<file path="src/rtl/cia_pkg.sv">
// Shared constants and helpers for the pipelined carry-increment adder.
package cia_pkg;

   localparam int unsigned CIA_DEF_W  = 16;
   localparam int unsigned CIA_DEF_GS = 4;

   localparam logic OP_ADD = 1'b0;
   localparam logic OP_SUB = 1'b1;

   function automatic int unsigned cia_num_groups(input int unsigned w, input int unsigned gs);
      return w / gs;
   endfunction

endpackage

</file>
<file path="src/rtl/cia_group.sv">
// One carry-increment group: generate/propagate plus both candidate sums.
module cia_group
   import cia_pkg::*;
#(
   parameter int unsigned GS = CIA_DEF_GS
) (
   input  logic [GS-1:0] i_a,
   input  logic [GS-1:0] i_b,
   output logic          o_g,
   output logic          o_p,
   output logic [GS-1:0] o_sum0,
   output logic [GS-1:0] o_sum1
);

   logic [GS:0] w_add0;
   logic [GS:0] w_add1;

   assign w_add0 = {1'b0, i_a} + {1'b0, i_b};
   assign w_add1 = {1'b0, i_a} + {1'b0, i_b} + {{GS{1'b0}}, 1'b1};

   // P is "every bit propagates", so carry_out = G | (P & carry_in).
   assign o_g    = w_add0[GS];
   assign o_p    = &(i_a ^ i_b);
   assign o_sum0 = w_add0[GS-1:0];
   assign o_sum1 = w_add1[GS-1:0];

endmodule

</file>
<file path="src/rtl/pipe_cia_adder.sv">
// Two-stage valid/ready carry-increment adder/subtractor.
// Optional signed-overflow output enabled by defining CIA_OVF_EN.
module pipe_cia_adder
   import cia_pkg::*;
#(
   parameter int unsigned W  = CIA_DEF_W,
   parameter int unsigned GS = CIA_DEF_GS
) (
   input  logic         clk,
   input  logic         rst_n,
   input  logic         in_valid,
   output logic         in_ready,
   input  logic [W-1:0] a,
   input  logic [W-1:0] b,
   input  logic         cin,
   input  logic         op_sub,
   output logic         out_valid,
   input  logic         out_ready,
   output logic [W-1:0] sum,
`ifdef CIA_OVF_EN
   output logic         ovf,
`endif
   output logic         cout
);

   localparam int unsigned NG = cia_num_groups(W, GS);

   if ((W % GS) != 0) begin : g_bad_gs
      $error("pipe_cia_adder: W must be a multiple of GS");
   end

   logic [W-1:0]  w_b_eff;
   logic          w_cin_eff;
   logic [NG-1:0] w_g;
   logic [NG-1:0] w_p;
   logic [W-1:0]  w_sum0;
   logic [W-1:0]  w_sum1;
   logic          w_stall;
   logic [NG:0]   w_c;
   logic [W-1:0]  w_fsum;

   logic          r_s1_valid;
   logic [NG-1:0] r_s1_g;
   logic [NG-1:0] r_s1_p;
   logic [W-1:0]  r_s1_sum0;
   logic [W-1:0]  r_s1_sum1;
   logic          r_s1_cin;
   logic          r_s2_valid;
   logic [W-1:0]  r_s2_sum;
   logic          r_s2_cout;
`ifdef CIA_OVF_EN
   logic          r_s1_axb_msb;
   logic          r_s2_ovf;
`endif

   // Subtract as A + ~B + 1; caller's cin is ignored then.
   assign w_b_eff   = (op_sub == OP_SUB) ? ~b : b;
   assign w_cin_eff = (op_sub == OP_SUB) ? 1'b1 : cin;

   for (genvar k = 0; k < NG; k++) begin : g_grp
      cia_group #(
         .GS (GS)
      ) u_grp (
         .i_a    (a[k*GS +: GS]),
         .i_b    (w_b_eff[k*GS +: GS]),
         .o_g    (w_g[k]),
         .o_p    (w_p[k]),
         .o_sum0 (w_sum0[k*GS +: GS]),
         .o_sum1 (w_sum1[k*GS +: GS])
      );
   end

   always_comb begin
      w_c    = '0;
      w_fsum = '0;
      w_c[0] = r_s1_cin;
      for (int k = 0; k < NG; k++) begin
         w_c[k+1]           = r_s1_g[k] | (r_s1_p[k] & w_c[k]);
         w_fsum[k*GS +: GS] = w_c[k] ? r_s1_sum1[k*GS +: GS] : r_s1_sum0[k*GS +: GS];
      end
   end

   // Whole pipe freezes while the output beat is blocked.
   assign w_stall  = r_s2_valid && !out_ready;
   assign in_ready = !w_stall;

   always_ff @(posedge clk) begin
      if (!rst_n) begin
         r_s1_valid <= 1'b0;
         r_s1_g     <= '0;
         r_s1_p     <= '0;
         r_s1_sum0  <= '0;
         r_s1_sum1  <= '0;
         r_s1_cin   <= 1'b0;
         r_s2_valid <= 1'b0;
         r_s2_sum   <= '0;
         r_s2_cout  <= 1'b0;
      end else if (!w_stall) begin
         r_s1_valid <= in_valid;
         r_s2_valid <= r_s1_valid;
         if (in_valid) begin
            r_s1_g    <= w_g;
            r_s1_p    <= w_p;
            r_s1_sum0 <= w_sum0;
            r_s1_sum1 <= w_sum1;
            r_s1_cin  <= w_cin_eff;
         end
         if (r_s1_valid) begin
            r_s2_sum  <= w_fsum;
            r_s2_cout <= w_c[NG];
         end
      end
   end

`ifdef CIA_OVF_EN
   // Carry into the MSB is recovered as a^b^sum at that bit.
   always_ff @(posedge clk) begin
      if (!rst_n) begin
         r_s1_axb_msb <= 1'b0;
         r_s2_ovf     <= 1'b0;
      end else if (!w_stall) begin
         if (in_valid) begin
            r_s1_axb_msb <= a[W-1] ^ w_b_eff[W-1];
         end
         if (r_s1_valid) begin
            r_s2_ovf <= r_s1_axb_msb ^ w_fsum[W-1] ^ w_c[NG];
         end
      end
   end

   assign ovf = r_s2_ovf;
`endif

   assign out_valid = r_s2_valid;
   assign sum       = r_s2_sum;
   assign cout      = r_s2_cout;

endmodule

</file>
<file path="config.mk">
export PLATFORM = sky130hd
export DESIGN_NAME = pipe_cia_adder
export DESIGN_NICKNAME = d
export VERILOG_FILES = /design/src/rtl/cia_pkg.sv /design/src/rtl/cia_group.sv /design/src/rtl/pipe_cia_adder.sv
export SDC_FILE = /design/constraint.sdc
export NUM_CORES = 1
export LEC_CHECK = 0
export ABC_AREA = 1
export CAP_MARGIN = 15
export CORE_MARGIN = 3
export CORE_UTILIZATION = 40
export DETAILED_ROUTE_END_ITERATION = 8
export GPL_TIMING_DRIVEN = 0
export PLACE_DENSITY = 0.73
export SYNTH_ARGS = -nofsm -noshare
export SYNTH_HDL_FRONTEND = slang
export SYNTH_SLANG_ARGS = --single-unit
</file>
<file path="constraint.sdc">
create_clock -name clk -period 4.24 [get_ports clk]
set_input_delay 0.424 -clock clk [delete_from_list [all_inputs] [get_ports clk]]
set_output_delay 0.424 -clock clk [all_outputs]
set_load 0.05 [all_outputs]
</file>
; Word-level counts from Yosys, hierarchy flattened
; Index checks and enable logic that the tools add are counted.
[word_totals]
regBits = 60
output_inout_bits = 19
[op_classes]
bitwise = 14
n_mux = 6
reduce_logical = 9
add_sub_neg = 8
[op_table]
columns = operator, count
row1 = $add 4x4->5, 4
row2 = $add 4x1->4 const B, 4
row3 = $mux 16, 1
row4 = $mux 4, 4
row5 = $not 16->16, 1
row6 = $reduce_and 4->1, 4
row7 = $xor 4x4->4, 4
row8 = $and 1x1->1, 4
row9 = $or 1x1->1, 4
row10 = $reduce_and 2->1, 2
row11 = $logic_not 1->1, 2
row12 = $logic_and 1x1->1, 1
row13 = $mux 1, 1
row14 = $not 1->1, 1

; Depth between registers and ports, before layout
[depth]
word_depth = 8
depth_mapped = 14
mapped_depth_nobuf = 12

; Modules after synthesis
; A second synthesis with hierarchy kept.
[unflattened]
hier_cells = 467
hier_area_um2 = 3412.0
[modules_own_cells]
columns = module, seq_area_each_um2, instances, cells_each, area_each_um2
row1 = pipe_cia_adder, 1201.2, 1, 327, 2518.7
row2 = cia_group (g_grp[1].u_grp ...), 0.0, 3, 35, 225.2
row3 = cia_group (g_grp[0].u_grp), 0.0, 1, 35, 217.7

; Least setup slack after synthesis
; No wires, ideal clock.
[synth_path]
path_type = input port to flip-flop
from = input op_sub
to = register r_s1_sum1[9]
stages = 10
n_path_buf = 2
arrival_ps = 2166
setup_time_ps = 116
required_ps = 4124
setup_slack_ps = 1958
cell_sequence = buf_2 buf_4 xor2_1 ha_1 inv_1 fa_1 inv_1 ha_1 o21ai_0 nor2_1
[synth_between]
elab_chain_len = 3
[synth_rtl]
columns = item, line
row1 = start: declaration, pipe_cia_adder.sv:16  ; input logic op_sub,
row2 = $mux 16, pipe_cia_adder.sv:57  ; assign w_b_eff = (op_sub == OP_SUB) ? ~b : b;
row3 = $add 4x4->5, cia_group.sv:19  ; assign w_add1 = {1'b0, i_a} + {1'b0, i_b} + {{GS{1'b0}}, 1'b1};
row4 = net g_grp[2].u_grp.o_sum0[1], cia_group.sv:11  ; output logic [GS-1:0] o_sum0,
row5 = $add 4x1->4, cia_group.sv:19
row6 = net g_grp[2].u_grp.o_sum1[1], cia_group.sv:12  ; output logic [GS-1:0] o_sum1
row7 = end signal: assignment, pipe_cia_adder.sv:105  ; r_s1_sum1 <= w_sum1;
row8 = end: declaration, pipe_cia_adder.sv:46  ; logic [W-1:0] r_s1_sum1;
; The timed path passes the listed nets, and every way through them passes these cells.
; A chain may end at the register's enable or synchronous reset.

; Worst setup path after layout
[layout_path]
from = input out_ready
to = output in_ready
[layout_between]
elab_chain_len = 3
[layout_rtl]
columns = item, line
row1 = start: declaration, pipe_cia_adder.sv:18  ; input logic out_ready,
row2 = $logic_not 1->1, pipe_cia_adder.sv:84  ; assign w_stall = r_s2_valid && !out_ready;
row3 = $logic_and 1x1->1, pipe_cia_adder.sv:84
row4 = $logic_not 1->1, --
row5 = end: declaration, pipe_cia_adder.sv:12  ; output logic in_ready,
; No other way between the ends.

==> impl_metrics.yaml <==
clock_tree:
  ctsHoldBuffers: 0
  cts_buffer_depth: 2
  numCtsBuffers: 9
  clock-sinks: 60
  insertion_delay_ns: 0.33
  cts_root_buf: "clkbuf_8"
  cts_max_level: 3
  cts_tree: "done"
  ctsResizeCount: 0
  post_cts_buffers: 0
  path_clk_slew_ns: 0.07
die:
  dieArea_um2: 9461
  die_w_um: 97.27
  die_h_um: 97.27
  rows: 32
  initial_core_util_pct: 42.24
  core_um2: 7888
  io_pins: 57
power_and_ir_drop:
  combPwrFrac_pct: 29.4
  p_sw_mw: 0.5094
  irDropWorstVdd_v: 0.0001603
  clockPowerShare_pct: 29.0
  power.static_leakage_nw: 1.956
  seqPwrFrac_pct: 41.7
  internal_power_mw: 1.044
  swShare_pct: 32.80
  cellPowerDensity_nw_per_um2: 372.5
cells_and_area:
  final_cell_mix: "nor2_1, inv_1, dfxtp_1"
  final_common_cell: "nor2_1"
  syn_to_final_growth_pct: 25.12
  finalNetCount: 567
  antenna_cells: 0
  drive_above_1_share_pct: 9.037
  fillers: 756
  final_area_um2: 4169
drt:
  firstDrtPassIters: 4
  drt_wl_total_um: 8054
  drc: 0
  vias_per_cell: 4.935
  antenna_left: 0
  wire_per_inst_um: 13.18
  drt_iter0_markers: 141
  vias: 3015
grt:
  antenna_found_initial: 0
  grt_usage_pct: 17.24
  grt-ovfl-total: 0
  grt_pass1_wl_um: 13050
  grt_max_degree: 11
  grt_pass1_vias: 2731
synthesis:
  synthAdderAreaFrac_pct: 9.914
  synth_area_um2: 3332
  syn_avg_cell_area_um2: 7.573
  synthCells: 440
  synthXorXnorAreaFrac_pct: 6.496
  synth_compound_area_share_pct: 12.88
  ys_seq_area_share_pct: 36.05
  synthSimpleGateAreaFrac_pct: 23.51
  yosysWarnings: 0
  yosysUniqueCellTypes: 33
  ys_ff_latch: 60
  synth.net_count: 502
  synthMuxAreaShare_pct: 0.3004
  synth_top_family_by_area: "simple AND/OR/NAND/NOR gates"
worst_setup_path:
  cp-end-kind: "output pin"
  cp-start-kind: "input port"
  cp_max_fo: 3
  crit_arrival_ns: 1.85
  worst-setup-path-type: "input port to output pin"
  worstPathRequired_ns: 3.82
timing:
  maxSlewHeadroom_pct: 64.24
  worst_slew_pin_slew_ns: 0.5364
  setup_tns_ns: 0
  hold_violations: 0
  fin_crit_ns: 2.275
  period_share_pct: 53.66
  setup_viol: 0
  finClkSkew_ns: 0.005506
  fmax_mhz: 439.5
  rsz0062_at_grt: "no"
  maxSlewViolCount: 0
placed_design:
  dp_hpwl_um: 6077
  dpl-instance-area_um2: 4000
  portBuffers: 54
  finalWeightedCongestion: 0.9607
min_path:
  min_path_type: "input port to flop"
job:
  max_cap_violations: 0
outcome:
  status: "complete, no violations"
critical path, cell delays in order:
cell	delay [ns]
clkdlybuf4s50_1	0.50
nor2_4	0.07
inv_4	0.06
clkdlybuf4s50_1	0.80
area by class of cell:
type,instances,area (um^2),area share [%]
buffer,19,120.1,2.881
clock buffer,13,158.9,3.812
clock inverter,2,10.01,0.2401
inverter,63,241.5,5.792
multi-input combinational,298,1769,42.44
sequential,60,1201,28.81
tap,102,127.6,3.061
timing repair buffer,54,540.5,12.97
state kept, by name, summed over array words and instances (netlist names):
name / count
r_s1_valid: 1
r_s1_g: 4
r_s1_p: 4
r_s1_sum1: 16
cout: 1
sum: 16
r_s1_sum0: 16
out_valid: 1
r_s1_cin: 1
final timing paths:
path / slack, ns / cells past startpoint / to / start
max reg2reg: 2.93 / 8 / r_s1_sum0[14] / out_valid
min: 0.41 / 3 / r_s1_g[3] / rst_n
min reg2reg: 0.46 / 2 / r_s1_sum0[6] / r_s1_sum0[6]
max: 1.96 / 4 / in_ready / out_ready
cell usage after synthesis, drive strengths merged:
cell	count	area, um^2
a211oi	4	35.03
a21oi	25	128.9
a31oi	4	25.02
buf	16	108.9
clkbuf	3	11.26
clkinv	1	3.750
dfxtp	60	1201
fa	4	80.08
ha	20	250.2
inv	62	237.7
mux2i	1	10.01
nand2	64	301.5
nand3	34	170.2
nand4	3	18.77
nor2	69	271.5
nor3	3	15.01
o211ai	9	67.56
o21a	1	7.510
o21ai	33	165.2
or2	1	6.260
xnor2	6	52.55
xor2	17	163.9
routing by layer:
metal | part of all wire, % | global-route usage (%) | wire (um)
met5 | 0 | 0 | 0
met1 | 45 | 22.32 | 3662
met2 | 47 | 27.76 | 3771
met3 | 5.9 | 2.800 | 473
met4 | 1.8 | 8.733 | 146
stage by stage:
step | setup WS, ns | utilization [%] | power (mW) | hold slack (ns) | cells
after floorplan | 1.958 | - | 0.9765 | 0.4299 | 440
after global placement | 1.703 | 50.71 | 1.101 | 0.4405 | 596
after detailed placement | 1.676 | 50.71 | 1.113 | 0.4491 | 596
after CTS | 1.956 | 52.86 | 1.561 | 0.3978 | 611
after global routing | 1.900 | 52.86 | 1.638 | 0.4288 | 611
final | 1.965 | 52.86 | 1.553 | 0.4074 | 611
logic make-up (layout without fill, tap and decap cells):
group / count (synthesis) / after routing
AND/OR/NAND/NOR: 174 / 174
adder cells (fa/ha/maj): 24 / 24
multiplexers: 1 / 1
buffers and inverters: 82 / 151
XOR/XNOR: 23 / 23
flip-flops: 60 / 60
AO/OA/AOI/OAI: 76 / 76
power groups by stage:
stage | logic, mW | clock network, mW | registers (mW)
after floorplan | 0.281 | 0 | 0.696
after global placement | 0.445 | 0 | 0.657
after detailed placement | 0.454 | 0 | 0.659
after CTS | 0.456 | 0.459 | 0.646
after global routing | 0.507 | 0.479 | 0.652
final | 0.456 | 0.450 | 0.647
No activity file was read; power rests on OpenSTA's default activity.
